**config.mk**
```make
export PLATFORM = sky130hd
export DESIGN_NAME = hw_stack
export DESIGN_NICKNAME = d
export VERILOG_FILES = /design/src/rtl/hw_stack.sv
export SDC_FILE = /design/constraint.sdc
export NUM_CORES = 1
export LEC_CHECK = 0
export ABC_AREA = 1
export ABC_CLOCK_PERIOD_IN_PS = 3100
export CAP_MARGIN = 15
export CORE_AREA = 5 5 187 189
export CTS_BUF_LIST = sky130_fd_sc_hd__clkbuf_4 sky130_fd_sc_hd__clkbuf_8 sky130_fd_sc_hd__clkbuf_16
export DETAILED_ROUTE_END_ITERATION = 6
export DIE_AREA = 0 0 192 194
export HOLD_SLACK_MARGIN = 0.1
export PLACE_DENSITY_LB_ADDON = 0.2
export SLEW_MARGIN = 20
export SYNTH_ARGS = -nofsm -noshare
export SYNTH_HDL_FRONTEND = slang
export SYNTH_SLANG_ARGS = --single-unit
```
**constraint.sdc**
```tcl
create_clock -name clk -period 3.1 [get_ports clk]
set_input_delay 0.62 -clock clk [delete_from_list [all_inputs] [get_ports clk]]
set_output_delay 0.62 -clock clk [all_outputs]
set_load 0.1 [all_outputs]
```
**src/rtl/hw_stack.sv**
```systemverilog
`default_nettype none
// ============================================================================
//  Module   : hw_stack
//  Purpose  : LIFO data stack for the 16-bit single-cycle processor. Push and
//             pop strobes come from the control decoder. The top-of-stack word
//             is presented combinationally so the register file can capture it
//             on the same edge that decrements the pointer.
//  Ports    : clk        - system clock, rising edge active
//             rst_n      - asynchronous active-low reset
//             stack_en   - stack operation strobe
//             stack_rwb  - 1 = pop, 0 = push (ignored when stack_en = 0)
//             push_data  - word to push
//             err_clr    - synchronous clear of the sticky error flags
//             pop_data   - current top-of-stack word, 0 when empty
//             sp         - stack pointer (number of valid entries, 0..DEPTH)
//             empty/full - sp == 0 / sp == DEPTH
//             overflow   - sticky: push attempted while full
//             underflow  - sticky: pop attempted while empty
//  Revision : 1.0 - initial release
// ============================================================================
module hw_stack #(
    parameter  int WIDTH = 16,
    parameter  int DEPTH = 16,
    localparam int AW    = $clog2(DEPTH)
) (
    input  logic             clk,
    input  logic             rst_n,
    input  logic             stack_en,
    input  logic             stack_rwb,
    input  logic [WIDTH-1:0] push_data,
    input  logic             err_clr,
    output logic [WIDTH-1:0] pop_data,
    output logic [AW:0]      sp,
    output logic             empty,
    output logic             full,
    output logic             overflow,
    output logic             underflow
);

    localparam logic [AW:0] c_one   = (AW+1)'(1);
    localparam logic [AW:0] c_depth = (AW+1)'(DEPTH);

    logic [WIDTH-1:0] r_mem [DEPTH];
    logic [AW:0]      r_sp;
    logic             r_ovf;
    logic             r_unf;

    logic             w_empty;
    logic             w_full;
    logic             w_push_req;
    logic             w_pop_req;
    logic             w_push_ok;
    logic             w_pop_ok;
    logic             w_push_err;
    logic             w_pop_err;
    logic [AW-1:0]    w_top_idx;

    assign w_empty    = (r_sp == '0);
    assign w_full     = (r_sp == c_depth);

    // stack_rwb only matters when stack_en is high, so X on it while idle
    // is masked here.
    assign w_push_req = stack_en & ~stack_rwb;
    assign w_pop_req  = stack_en &  stack_rwb;
    assign w_push_ok  = w_push_req & ~w_full;
    assign w_pop_ok   = w_pop_req  & ~w_empty;
    assign w_push_err = w_push_req &  w_full;
    assign w_pop_err  = w_pop_req  &  w_empty;

    // sp-1 always fits in AW bits whenever the stack is non-empty; the
    // empty case is masked out below.
    assign w_top_idx  = AW'(r_sp - c_one);
    assign pop_data   = w_empty ? '0 : r_mem[w_top_idx];

    // Memory writes sit inside the reset-qualified block so that a push
    // coinciding with an asserted reset is discarded. The array itself is
    // intentionally not cleared.
    always_ff @(posedge clk or negedge rst_n) begin
        if (!rst_n) begin
            r_sp  <= '0;
            r_ovf <= 1'b0;
            r_unf <= 1'b0;
        end else begin
            if (w_push_ok) begin
                r_mem[r_sp[AW-1:0]] <= push_data;
                r_sp                <= r_sp + c_one;
            end else if (w_pop_ok) begin
                r_sp <= r_sp - c_one;
            end

            // A new error takes priority over a coincident clear.
            if (w_push_err) begin
                r_ovf <= 1'b1;
            end else if (err_clr) begin
                r_ovf <= 1'b0;
            end

            if (w_pop_err) begin
                r_unf <= 1'b1;
            end else if (err_clr) begin
                r_unf <= 1'b0;
            end
        end
    end

    assign sp        = r_sp;
    assign empty     = w_empty;
    assign full      = w_full;
    assign overflow  = r_ovf;
    assign underflow = r_unf;

endmodule
`default_nettype wire

```
==> results_dict.tcl, run 1 <==
set metrics [dict create \
    crit_path_start_kind "flip-flop" \
    synth_area_um2 11000 \
    critPathArrivalTime_ns 2.44 \
    row_count 67 \
    ctsHoldBuffers 0 \
    crit_start "sp[0]" \
    port_buffers 45 \
    setup_violations 0 \
    place.gp.congestion 0.750 \
    slew_headroom_pct 51.9 \
    cts-root-buf "clkbuf_16" \
    worstPathMaxFanout 7 \
    wl_per_cell_um 21.8 \
    max_freq_mhz 327 \
    maxCapViolCount 0 \
    r2r_start "sp[1]" \
    die_h_um 194 \
    post-route-period-util_pct 98.6 \
    vias 7336 \
    skew_ns 0.0111 \
    yosys_warnings 0 \
    fillers 3056 \
    avgSynthCellArea_um2 11.7 \
    whs_ns 0.440 \
    design.die.area_um2 37200 \
    grt_overflow 0 \
    clk_pin_slew_ns 0.06 \
    die_w_um 192 \
    pin_count 46 \
    syn_to_final_growth_pct 29.6 \
    worstPathRequired_ns 2.48 \
    avgViaCountPerCell 4.90 \
    cts-buffers-inserted 28 \
    holdCritPathClass "input pin to async pin" \
    first_pass_iters 5 \
    clock_sinks 263 \
    drt_iter0_drc 557 \
    ys_ff_latch 263 \
    slew_violations 0 \
    drive_gt1_share_pct 26.6 \
    grt_pass1_vias 7000 \
    fin_nets 1053 \
    grt_first_pass_wirelength_mm 46.4 \
    synth_cell_type_count 29 \
    finalCriticalPeriod_ns 3.06 \
    final_cell_mix "293 x nand2_1, 256 x edfxtp_1, 136 x nand3_1" \
    finalWirelength_mm 32.6 \
    coreArea_um2 33100 \
    cts_tree "done" \
    status "completed" \
    mostFrequentLayoutCell "nand2_1" \
    htreeDepth 1 \
    syn_inst 941 \
    num_antenna_cells 0 \
    seq_area_frac_synth_pct 71.3 \
    hold_violations 0 \
    worstSkewPairLatency_ns 0.54 \
    critical_path_class "flip-flop to output port" \
    drt.antenna.violating_nets 0 \
    route.detailed.drc 0 \
    antenna_found_initial 1 \
    grt_use_total_pct 16.4 \
    worst_pin_slew_ns 0.720 \
    hpwl_mm 16.3 \
    clockBufferDepth 3 \
    grt_max_degree 134 \
    cp-end-kind "output port" \
    rsz0062_at_grt "true" \
    initial_core_util_pct 33.3 \
    synth_nets 967 \
]
-- layer usage --
layer	up-vias	part of all wire [%]	global-route usage, %
li1	3452	-	-
met1	3598	44	23.7
met2	234	48	26.7
met3	50	6.3	2.27
met4	2	2.1	3.49
met5	-	0.040	0
-- logic make-up after synthesis --
| kind of cell | synth area share (%) |
|---|---|
| flip-flops | 71.3 |
| AND/OR/NAND/NOR | 21.0 |
| adder cells (fa/ha/maj) | 0.567 |
| buffers and inverters | 4.31 |
| XOR/XNOR | 0.613 |
| AO/OA/AOI/OAI | 2.20 |
-- worst paths after layout --
path                       depth (start not counted)            end  slack, ns
max                                               10    pop_data[6]       0.04
min                                                2          sp[2]       0.44
max in group asynchronous                          2          sp[0]       2.52
max reg2reg                                       11  r_mem[10][12]       0.78
min reg2reg                                        2       overflow       0.53
min in group clk                                   2       overflow       0.53
-- worst max-delay path: stages (launching register included) --
cell       delay, ns
dfrtp_4         0.51
inv_8           0.09
ha_4            0.24
buf_12          0.17
clkbuf_16       0.18
nand3_2         0.07
nand3_1         0.09
nand3_2         0.09
nand2_2         0.06
nor2_4          0.18
buf_12          0.19
-- metrics by stage --
stage,setup WS [ns],instances,setup TNS (ns),cell area (um^2),util [%]
final,0.0437,1496,0,14300,43.2
after global routing,-0.0313,1496,-0.108,14300,43.2
after CTS,-0.0399,1483,-0.188,13700,41.5
after detailed placement,0.258,1419,0,12500,37.6
after global placement,0.242,1419,0,12500,37.6
after floorplan,-0.0717,941,-0.613,11200,-
-- Yosys cell counts (all sizes together) --
| master | count | share of area (%) |
|---|---|---|
| o22ai | 1 | 0.057 |
| buf | 44 | 2.7 |
| nand4 | 1 | 0.057 |
| nor3 | 3 | 0.14 |
| ha | 5 | 0.57 |
| xor2 | 5 | 0.47 |
| nand3 | 186 | 8.5 |
| o21ai | 5 | 0.23 |
| inv | 28 | 0.98 |
| edfxtp | 256 | 70 |
| dfrtp | 7 | 1.6 |
| nand2 | 312 | 11 |
| nor2 | 46 | 1.6 |
| o211ai | 1 | 0.068 |
| clkbuf | 9 | 0.67 |
| a21oi | 31 | 1.8 |
| xnor2 | 1 | 0.15 |
-- repair_timing --
item / CTS / global route
endpoints found under the setup margin: 16 / 16
endpoints found under the hold margin: 0 / 0
cloned: 5 / 9
gates resized for setup: 29 / 84
buffers inserted: 8 / 5
pin swaps: 9 / 34
-- final cells by class --
cell class | count | area, um^2 | area share, %
Clock inverter | 20 | 219 | 1.53
Clock buffer | 31 | 741 | 5.18
Sequential cell | 263 | 7870 | 55.1
Multi-Input combinational cell | 597 | 3290 | 23.0
Inverter | 28 | 126 | 0.884
Tap cell | 448 | 561 | 3.92
Timing Repair Buffer | 109 | 1490 | 10.4
-- flip-flops by register name, summed over array words and instances (netlist names) --
| name | flops |
|---|---|
| overflow | 1 |
| r_mem | 256 |
| sp | 5 |
| underflow | 1 |
Power of run 1 is left out: the tool's default activity adds up to more than one toggle a clock period on the data nets, which glitch-free logic cannot reach.
==> run 2, diff against run 1 <==
--- a/config.mk
+++ b/config.mk
@@ -7,7 +7,6 @@
 export LEC_CHECK = 0
 export ABC_AREA = 1
 export ABC_CLOCK_PERIOD_IN_PS = 3100
-export CAP_MARGIN = 15
 export CORE_AREA = 5 5 187 189
 export CTS_BUF_LIST = sky130_fd_sc_hd__clkbuf_4 sky130_fd_sc_hd__clkbuf_8 sky130_fd_sc_hd__clkbuf_16
 export DETAILED_ROUTE_END_ITERATION = 6
==> results of run 2 <==
The final DEF is identical to that of run 1; final timing and power are the same.
Power of run 2 is left out for the same reason.
